--- src/rtl/change_dispenser.sv ---
// change_dispenser: pays out change as dime/nickel eject requests over a req/ack handshake,
// reporting the remaining amount in binary and as two BCD digits.
module change_dispenser #(
    parameter int AMT_W       = 6,
    parameter int ACK_TIMEOUT = 1000
) (
    input  logic             clk,
    input  logic             rst,
    input  logic             start,
    input  logic [AMT_W-1:0] amount,
    input  logic             eject_ack,
    input  logic             clear,
    output logic             dime_out,
    output logic             nickel_out,
    output logic             busy,
    output logic             done,
    output logic             fault,
    output logic             odd_err,
    output logic [AMT_W-1:0] remaining,
    output logic [7:0]       bcd_remaining
);
    localparam int CW = $clog2(ACK_TIMEOUT + 1);

    typedef enum logic [2:0] {IDLE, ARM, REQ, REL, FAULT} state_t;

    state_t           state_q, state_d;
    logic [CW-1:0]    cnt_q, cnt_d;
    logic [AMT_W-1:0] rem_q, rem_d, trunc;
    logic [7:0]       bcd_q, bcd_d;
    logic             dime_q, dime_d, nickel_q, nickel_d, done_q, done_d, odd_q, odd_d;
    logic             timeout, pick_dime;

    assign trunc     = amount - amount % AMT_W'(5);
    assign timeout   = cnt_q == CW'(ACK_TIMEOUT - 1);
    assign pick_dime = rem_q >= AMT_W'(10);

    always_comb begin
        state_d  = state_q;
        rem_d    = rem_q;
        dime_d   = dime_q;
        nickel_d = nickel_q;
        done_d   = 1'b0;
        odd_d    = odd_q;
        case (state_q)
            IDLE: if (start) begin
                rem_d   = trunc;
                odd_d   = amount % AMT_W'(5) != '0;
                done_d  = trunc == '0;
                state_d = trunc == '0 ? IDLE : ARM;
            end
            ARM: if (!eject_ack) begin
                dime_d   = pick_dime;
                nickel_d = !pick_dime;
                state_d  = REQ;
            end else if (timeout) state_d = FAULT;
            REQ: if (eject_ack) begin
                dime_d   = 1'b0;
                nickel_d = 1'b0;
                rem_d    = rem_q - (dime_q ? AMT_W'(10) : AMT_W'(5));
                state_d  = REL;
            end else if (timeout) begin
                dime_d   = 1'b0;
                nickel_d = 1'b0;
                state_d  = FAULT;
            end
            REL: if (!eject_ack) begin
                done_d   = rem_q == '0;
                dime_d   = rem_q != '0 && pick_dime;
                nickel_d = rem_q != '0 && !pick_dime;
                state_d  = rem_q == '0 ? IDLE : REQ;
            end else if (timeout) state_d = FAULT;
            FAULT: if (clear) begin
                rem_d   = '0;
                state_d = IDLE;
            end
            default: state_d = IDLE;
        endcase
        // The timeout window restarts on every state change, including REL->REQ.
        cnt_d = (state_d != state_q || state_q == IDLE || state_q == FAULT) ? '0 : cnt_q + CW'(1);
        bcd_d = {4'(rem_d / AMT_W'(10)), 4'(rem_d % AMT_W'(10))};
    end

    always_ff @(posedge clk or negedge rst) begin
        if (!rst) begin
            state_q  <= IDLE;
            cnt_q    <= '0;
            rem_q    <= '0;
            bcd_q    <= '0;
            dime_q   <= 1'b0;
            nickel_q <= 1'b0;
            done_q   <= 1'b0;
            odd_q    <= 1'b0;
        end else begin
            state_q  <= state_d;
            cnt_q    <= cnt_d;
            rem_q    <= rem_d;
            bcd_q    <= bcd_d;
            dime_q   <= dime_d;
            nickel_q <= nickel_d;
            done_q   <= done_d;
            odd_q    <= odd_d;
        end
    end

    assign dime_out      = dime_q;
    assign nickel_out    = nickel_q;
    assign busy          = state_q != IDLE;
    assign fault         = state_q == FAULT;
    assign done          = done_q;
    assign odd_err       = odd_q;
    assign remaining     = rem_q;
    assign bcd_remaining = bcd_q;
endmodule

--- config.mk ---
export PLATFORM = sky130hd
export DESIGN_NAME = change_dispenser
export DESIGN_NICKNAME = d
export VERILOG_FILES = /design/src/rtl/change_dispenser.sv
export SDC_FILE = /design/constraint.sdc
export NUM_CORES = 1
export LEC_CHECK = 0
export BUFFER_PORTS_ARGS = -buffer_cell sky130_fd_sc_hd__buf_2
export CAP_MARGIN = 40
export CORE_ASPECT_RATIO = 1.25
export CORE_UTILIZATION = 60
export CTS_BUF_LIST = sky130_fd_sc_hd__clkbuf_16
export DETAILED_ROUTE_END_ITERATION = 10
export GPL_ROUTABILITY_DRIVEN = 0
export GPL_TIMING_DRIVEN = 0
export PLACE_DENSITY = 0.81
export SLEW_MARGIN = 5
export SYNTH_ARGS = -nofsm -noshare
export SYNTH_HDL_FRONTEND = slang
export SYNTH_SLANG_ARGS = --single-unit
--- constraint.sdc ---
create_clock -name clk -period 5.65 [get_ports clk]
set_clock_uncertainty 0.05 [all_clocks]
set_input_delay 1.13 -clock clk [delete_from_list [all_inputs] [get_ports clk]]
set_output_delay 1.13 -clock clk [all_outputs]
set_load 0.02 [all_outputs]
==> metrics.txt, run 1 <==
Post-route DRC 0; largest net degree at the start of global routing 30; Leak around 1.9 nW; FP Rows 28; Die H around 80 um; Final Max Slew Viols 0; share of layout cells above drive strength 1 0.362; CTS Buf Count 5; final worst slack -1.65 ns; P&R area growth vs syn 39.9%; IO buf count 27; Area contributors post-synth dfrtp_1, ha_1, nor2_1, xnor2_1, nand2_1; Worst Hold Depth 2; r2r endpoint bcd_remaining[3]; synthesized area around 3100 um2; core area around 4800 um2; hold_buf cts 0; relative slew slack 0.563; final WL about 11 mm; Post-synth EDFFs 0; Non-Filler Instances about 540; worst slew pin tran between 0.6 and 0.7 ns; final hold violations 0; diode count 0; dpl hpwl 5.78 mm; max frequency roughly 140 MHz; Final Setup Violations 22; initial antenna violation count 0; die width roughly 66 um; Yosys top cell area share 0.234; prevailing post-synth register cell dfrtp_1; crit path capture type flop; crit-path leading delay family compound AO/OA/AOI/OAI gates; PD cells between 600 and 700 nW/um2; num ports 31; Finished Core Util 0.895; Worst Path Buf+Inv 5; GR Util All Layers 0.330; CTS Sinks 29; placed cell count 484; DRT antenna net count 0; post-synth top area cell dfrtp_1; Most common cell on crit path ha_4; initial DRC count between 300 and 400; Worst EP required approximately 5.8 ns; cell count after synthesis around 400; Worst EP arrival between 7 and 8 ns; CTS tree yes; Vias approximately 3,600; DRT Pass-1 Iters 7; Mapped Nets around 420; type of the worst min-delay path reg -> reg; Worst path slowest cell a2111oi_4; Yosys warning count 0; Starting Density 0.640; kind of critical path in -> reg; Clock Path Buffers 2; DP Worst Slack -2.85 ns; first-pass GRT wire length around 14 mm; Worst-Skew Late Latency between 0.2 and 0.3 ns; Die ar. between 5000 and 6000 um2; async set-or-reset flop fraction in the synthesized netlist 1.00; fin crit share 1.29; Fin Hold WS between 0.4 and 0.5 ns; outcome complete, but fails checks; Final Critical Period 7.30 ns; register bit count reported by yosys 29; vias in the first global route around 3,100; WL per Instance 19.8 um; Critical Path Fanout Max 8; Nets 501; clock slew at reported path FFs roughly 0.060 ns; Max VDD drop roughly 360 uV; clock root buffer clkbuf_16; total congestion overflow 0; Avg Cell Area, Syn between 7 and 8 um2; sequential-to-total area share from yosys stat 0.234; vias per cell 6.73; hold path start nickel_out; CTS H-tree depth 2; # fillers 213; reg2reg path depth 18; failing checks setup timing; RR Startpoint dime_out; startpoint types input pin; Crit path largest cell delay 0.45 ns; unique cell type count in the Yosys netlist 73; Worst Hold End nickel_out; RSZ-0062 raised after global routing yes; Max Cap Viol 0; PnR Total Power roughly 2.7 mW; FF-to-FF setup slack around 1.6 ns
==> power breakdown <==
group | switching (mW) | internal (mW)
clock | 0.102 | 0.161
combinational | 1.10 | 0.996
sequential | 0.0679 | 0.281
total | 1.27 | 1.44
==> per-stage QoR <==
step                TNS [ns]  area (um2)
global placement      -42.81        3460
CTS                   -13.86        3850
finish                -21.97        4330
detailed placement    -45.11        3460
floorplan             -22.48        3250
global route          -25.54        4330
==> Yosys cell counts (5+ instances only) <==
cell type and count:
inv_1 22, nor3b_1 5, o31ai_1 8, nor2b_1 10
nand2_1 32, xor2_1 6, nor3_1 8, o21ai_0 20
dfrtp_1 29, nand2b_1 11, nand3_1 10, o221ai_1 5
buf_2 5, mux2i_1 7, a21o_1 7, clkbuf_1 17
xnor2_1 15, o21a_1 7, a21oi_1 17, ha_1 14
a31oi_1 5, or3_1 8, a22oi_1 6, nor2_1 43
==> worst max-delay path by stage <==
stage / from / end / slack (ns) / depth (start not counted)
detailed placement: amount[4] / bcd_remaining[3] / -2.85 / 33
global placement: amount[4] / bcd_remaining[3] / -2.73 / 33
floorplan: amount[2] / bcd_remaining[3] / -1.89 / 30
finish: amount[5] / bcd_remaining[3] / -1.65 / 33
global route: amount[5] / bcd_remaining[3] / -1.81 / 33
CTS: amount[5] / bcd_remaining[3] / -1.33 / 36
==> placed cells by master (no fill, tap or decap), types with 11 or more instances in the layout <==
master	instances
buf_4	41
nor2_1	29
inv_1	18
buf_2	26
o21ai_0	18
a21oi_1	15
dfrtp_1	29
nand2_1	31
clkbuf_1	12
xnor2_1	11
==> kinds of logic (layout without fill, tap and decap cells) <==
kind of cell    count (synthesis)  count (layout)  synth area share
other cells                     1               1           0.00121
xor+xnor                       21              21            0.0594
mux                            11              11            0.0372
simple gates                  156             156             0.262
compound gates                113             113             0.268
flops                          29              29             0.234
buf+inv                        50             128            0.0687
fa+ha+maj                      16              16            0.0695
==> final cells by class <==
| type | instances | area [um2] | share of cell area |
|---|---|---|---|
| well taps | 60 | 75.1 | 0.0173 |
| plain buffers | 25 | 198 | 0.0457 |
| clock inverters | 3 | 17.5 | 0.00405 |
| inverters | 24 | 103 | 0.0237 |
| multi-input cells | 318 | 2550 | 0.589 |
| repair buffers | 71 | 536 | 0.124 |
| clock buffers | 5 | 125 | 0.0289 |
| flip-flops and latches | 29 | 726 | 0.168 |
==> worst reg2reg max path, cell delays in order (launching register included) <==
cell and delay (ns):
dfrtp_1 0.41, inv_1 0.13, ha_1 0.32, a21o_1 0.19, a21oi_1 0.21, o21ai_0 0.23, xnor2_1 0.19, a221oi_1 0.36
nand2_1 0.16, and4b_1 0.29, nor3_2 0.07, buf_4 0.17, buf_12 0.13, inv_6 0.08, a311oi_2 0.12, or2_4 0.28
ha_4 0.15, or3_1 0.38, o211ai_2 0.07
==> flip-flops by register name, indices dropped and copies added, names as in the netlist <==
name           cells
remaining          5
state_q            3
bcd_remaining      7
cnt_q             10
dime_out           1
done               1
odd_err            1
nickel_out         1
==> layer usage <==
layer | track usage | part of all wire | vias up
met1 | 0.358 | 0.37 | 1706
met2 | 0.622 | 0.51 | 234
li1 | - | - | 1594
met5 | 0 | 0 | -
met3 | 0.0371 | 0.069 | 66
met4 | 0.170 | 0.053 | 0
==> what timing repair did <==
action	CTS	global route
pin swaps	16	27
cloned	0	1
endpoints found under the setup margin	23	22
resized for setup	28	61
buffers inserted	16	28
(Power assumes the default switching activity.)
==> run 2: changes to the inputs <==
Settings changed: CORE_UTILIZATION 60 to 65, PLACE_DENSITY 0.81 to 0.87.
Clock period 5.65 ns to 8.77 ns, I/O delays scaled along.
==> run 2 against run 1 <==
  * The flow now finishes without violations
  * Sequential share of layout area rose by 3.8 points
  * First-iteration DRC count down 5.2%
  * Via count is 12% lower
  * Non-clock buffer count is 38 lower
  * Final area shrank 18%
  * Critical path depth is 2 higher
  * Global-route usage about the same
  * Cell count decreased by 7.5%
  * Clock-buffer cell count did not move
  * Power fell by 53%
  * Worst hold slack got worse by 0.0053 ns
  * Largest cell class unchanged
  * Largest power group unchanged
  * Highest routed layer unchanged
==> metrics.txt, run 2 (synthesized netlist as in run 1, its figures left out) <==
outcome completed; commonest cells after routing, fill and taps aside nor2_1, nand2_1, buf_2; total congestion overflow 0 (unchanged); vias per cell 6.39 (-5.1%); startpoint types input pin; die width 63.7 um (-3.8%); Worst-Skew Late Latency 0.27 ns (about the same); max frequency around 120 MHz; num ports 31 (unchanged); initial DRC count 327 (-5.2%); largest net degree at the start of global routing 30 (unchanged); FP Rows 27 (-3.6%); Worst path slowest cell or4b_2; CTS Buf Count 5 (unchanged); worst slew pin tran 0.634 ns (-0.0211 ns); relative slew slack 0.577 (+0.0141); Worst EP required 8.92 ns (+3.11 ns); CTS tree yes; IO buf count 27 (unchanged); Final Cell Area 3540 um2 (-18%); busiest layer in global routing met2; M1 GR Usage 0.370 (+0.0128); first-pass GRT wire length 13.1 mm (-5.8%); Die ar. 5040 um2 (-7.5%); diode count 0 (unchanged); Reg with most FFs cnt_q; vias in the first global route 2,909 (-6.2%); share of layout cells above drive strength 1 0.185 (-0.177); Area after DPL 3310 um2 (-4.2%); crit-path leading delay family simple AND/OR/NAND/NOR gates; Max VDD drop 204 uV (-43%); Critical Path Fanout Max 10 (+2); Nets 463 (-7.6%); RSZ-0062 raised after global routing no; grt met3 use 0.0302 (-0.00692); kind of critical path in -> reg; # fillers 329 (+54%); core area 4490 um2 (-7.1%); Clock Path Buffers 2 (unchanged); Leak 1.55 nW (-17%); P&R area growth vs syn 14.3%; Die H 79.2 um (-3.8%); Starting Density 0.689 (+0.0487); Max Cap Viol 0 (unchanged); Vias 3,161 (-12%); PD cells 359 nW/um2 (-43%); Finished Core Util 0.787 (-0.108); Fin Hold WS 0.434 ns (-0.00530 ns); GR Util All Layers 0.330 (about the same); clock slew at reported path FFs 0.05 ns (about the same); CTS Sinks 29 (unchanged); Post-route DRC 0 (unchanged); final WL 7.80 mm (-26%); max reg flops 10 (unchanged); final hold violations 0 (unchanged); DRT Pass-1 Iters 5 (-2); Worst Path Buf+Inv 9 (+4); WL per Instance 15.7 um (-20%); PnR Total Power 1.27 mW (-53%); CTS H-tree depth 2 (unchanged); Final Critical Period 8.38 ns; Worst EP arrival 8.53 ns (+1.08 ns); type of the worst min-delay path reg -> reg; crit path capture type flop; DRT antenna net count 0 (unchanged); Crit path largest cell delay 0.61 ns (+0.16 ns); met2 Use GR 0.594 (-0.0288); Final Setup Violations 0 (-100%); fin crit share 0.956; dpl hpwl 5.66 mm (-2.1%); clock root buffer clkbuf_16; most common cell after layout, fill and taps aside nor2_1; Final Max Slew Viols 0 (unchanged); initial antenna violation count 0 (unchanged)
-- run 2: worst min-delay path, delay by kind of cell, from the launching register on --
family	cells	cell delay (ns)
compound gates	1	0.06
simple gates	1	0.05
flops	1	0.34
-- run 2: path summary, 6_finish.rpt --
kind / slack (ns) / to / from / cells after the start
min in group asynchronous: 1.45 / state_q[0] / rst / 1
max in group asynchronous: 6.80 / remaining[5] / rst / 1
setup reg to reg: 4.53 / bcd_remaining[3] / state_q[2] / 18
hold / removal: 0.43 / nickel_out / nickel_out / 2
setup / recovery: 0.39 / bcd_remaining[3] / amount[3] / 35
hold reg to reg: 0.43 / nickel_out / nickel_out / 2
-- run 2: per-stage QoR --
stage	setup TNS [ns]	std cells	setup slack, ns
after global routing	0	495	0.0177
after detailed placement	-6.18	482	-1.09
after CTS	0	494	0.00510
after floorplan	0	397	0.0727
final	0	495	0.388
after global placement	-3.01	482	-0.869
-- run 2: routing by layer --
metal / up-vias / wire, um
li1: 1516 / -
met1: 1472 / 3040
met2: 141 / 4040
met3: 32 / 359
met4: 0 / 357
met5: - / 0
-- run 2: power by group --
part / total [mW] / leakage, nW / internal, mW / switching (mW)
logic: 0.893 / 1.11 / 0.380 / 0.513
registers: 0.219 / 0.363 / 0.181 / 0.0385
clock network: 0.158 / 0.0748 / 0.102 / 0.0551
-- run 2: final cells by class --
| cell class | instances | area (um2) | area share |
|---|---|---|---|
| inverter | 24 | 90.1 | 0.0255 |
| multi-input combinational | 318 | 2200 | 0.622 |
| timing repair buffer | 32 | 173 | 0.0488 |
| clock buffer | 5 | 125 | 0.0354 |
| sequential | 29 | 726 | 0.205 |
| tap | 58 | 72.6 | 0.0205 |
| buffer | 26 | 136 | 0.0386 |
| clock inverter | 3 | 13.8 | 0.00389 |
-- run 2: repair_timing --
item / CTS / global route
hold buffers: 0 / 0
pin swaps: 2 / 4
gates resized for setup: 5 / 11
setup buffers: 4 / 1
endpoints found under the setup margin: 5 / 4
cloned: 0 / 0
==> run 3: changes to the inputs <==
Settings changed: CORE_MARGIN set to 3, GPL_ROUTABILITY_DRIVEN 0 to unset, GPL_TIMING_DRIVEN 0 to unset.
==> run 3 against run 2 <==
  * Critical path depth shrank 6
  * Register-to-register slack is essentially flat
  * Power shrank 0.97%
  * Worst hold slack worse by 0.0066 ns
  * Cell count is 4.4% lower
  * Sequential cell count unchanged
  * Sequential share of layout area up 0.87 points
  * Maximum frequency is 1.1% lower
  * Non-clock buffer count is 22 lower
  * Die area up 12%
  * Sequential power increased by 5%
  * Global-route usage down 4.9 points
  * Critical path type unchanged
  * Critical endpoint unchanged
==> metrics.txt, run 3 (synthesized netlist as in run 1, its figures left out) <==
Non-Filler Instances 473 (-4.4%); initial DRC count 285 (-13%); FF-to-FF setup slack 4.53 ns (about the same); kind of critical path in -> reg; fin crit share 0.967 (+0.0109); Fin Hold WS 0.427 ns (-0.00655 ns); relative slew slack 0.598 (+0.0205); final WL 7.53 mm (-3.4%); IO buf count 29 (+7.4%); dpl hpwl 5.43 mm (-4.0%); GR Util All Layers 0.281 (-0.0488); Worst Path Buf+Inv 2 (-7); crit path capture type flop; clock root buffer clkbuf_16; first-pass GRT wire length 12.5 mm (-4.5%); crit-path leading delay family compound AO/OA/AOI/OAI gates; diode count 0 (unchanged); RSZ-0062 raised after global routing no; Nets 441 (-4.8%); Worst-Skew Late Latency 0.27 ns (about the same); share of layout cells above drive strength 1 0.159 (-0.0263); Reg with most FFs cnt_q; TNS Setup 0 ns (unchanged); Post-route DRC 0 (unchanged); max frequency 118 MHz (-1.1%); largest net degree at the start of global routing 32 (+6.7%); Worst EP required 8.91 ns (about the same); Max VDD drop 237 uV (+16%); CTS Sinks 29 (unchanged); FP Rows 27 (unchanged); CTS Buf Count 5 (unchanged); Vias 3,056 (-3.3%); type of the worst min-delay path reg -> reg; post-cts resize count 0 (-5); Die ar. 5630 um2 (+12%); Final Setup Violations 0 (unchanged); final hold violations 0 (unchanged); clock slew at reported path FFs 0.05 ns (about the same); gpl congestion approximately 0.9; Finished Core Util 0.755 (-0.0320); P&R area growth vs syn 9.62%; Most common cell on crit path ha_1; CTS tree yes; total congestion overflow 0 (unchanged); Clock Path Buffers 2 (unchanged); vias in the first global route 2,822 (-3.0%); PD cells 370 nW/um2 (+3.2%); most common cell after layout, fill and taps aside nor2_1; Crit path largest cell delay 0.46 ns (-0.15 ns); Starting Density 0.689 (unchanged); Post-CTS Setup Inserts 0 (-4); Final Critical Period 8.48 ns (+0.0957 ns); commonest cells after routing, fill and taps aside nor2_1, nand2_1, dfrtp_1, buf_2, inv_1; core area 4490 um2 (unchanged); CTS H-tree depth 2 (unchanged); Die H 83.2 um (+5.1%); initial antenna violation count 0 (unchanged); outcome completed; Final Max Slew Viols 0 (unchanged); vias per cell 6.46 (+1.2%); num ports 31 (unchanged); Worst EP arrival 8.62 ns (+0.09 ns); placed cell count 465 (-3.5%); startpoint types input pin; worst slew pin tran 0.604 ns (-0.0308 ns); Leak 1.47 nW (-4.6%); WL per Instance 15.9 um (+1.1%); max reg flops 10 (unchanged); Critical Path Fanout Max 28 (+18); Worst path slowest cell fa_1; die width 67.7 um (+6.3%); DRT Pass-1 Iters 6 (+1); DRT antenna net count 0 (unchanged); Max Cap Viol 0 (unchanged); hold_buf cts 0 (unchanged)
-- run 3: layer usage --
layer / share of wire / routed length (um) / global-route usage
met3: 0.054 / 404 / 0.0392
met4: 0.044 / 328 / 0.131
met1: 0.39 / 2950 / 0.324
met5: 0 / 0 / 0
met2: 0.51 / 3850 / 0.490
-- run 3: path summary, 6_finish.rpt --
check | startpoint | to | depth (start not counted)
min in group asynchronous | rst | odd_err | 1
max reg2reg | state_q[2] | bcd_remaining[3] | 15
max | amount[2] | bcd_remaining[3] | 29
max in group asynchronous | rst | bcd_remaining[4] | 1
min reg2reg | nickel_out | nickel_out | 2
min | nickel_out | nickel_out | 2
-- run 3: worst register-to-register path: cells and delay by family, from the launching register on --
family | cells | cell delay [ns]
adders and majority gates | 2 | 0.57
buffers and inverters | 1 | 0.11
and+or+nand+nor | 7 | 2.35
AOI/OAI and AO/OA | 5 | 0.51
DFF | 1 | 0.56
-- run 3: stage by stage --
step,worst slack (ns),instance area [um2],power (mW)
floorplan,0.0727,3100,0.895
global placement,0.366,3250,1.04
detailed placement,0.141,3250,1.07
CTS,0.393,3390,1.25
global route,0.00661,3390,1.37
finish,0.292,3390,1.26
-- run 3: report_power, final --
part / leakage [nW] / switching, mW / internal [mW]
sequential: 0.363 / 0.0500 / 0.181
clock: 0.0696 / 0.0596 / 0.104
combinational: 1.04 / 0.499 / 0.365
-- run 3: final cells by class --
cell class	instances	area, um2
Fill cell	323	1100
Multi-Input combinational cell	318	2160
Timing Repair Buffer	36	198
Sequential cell	29	726
Tap cell	58	72.6
Inverter	24	90.1
Clock buffer	5	125
Clock inverter	3	17.5
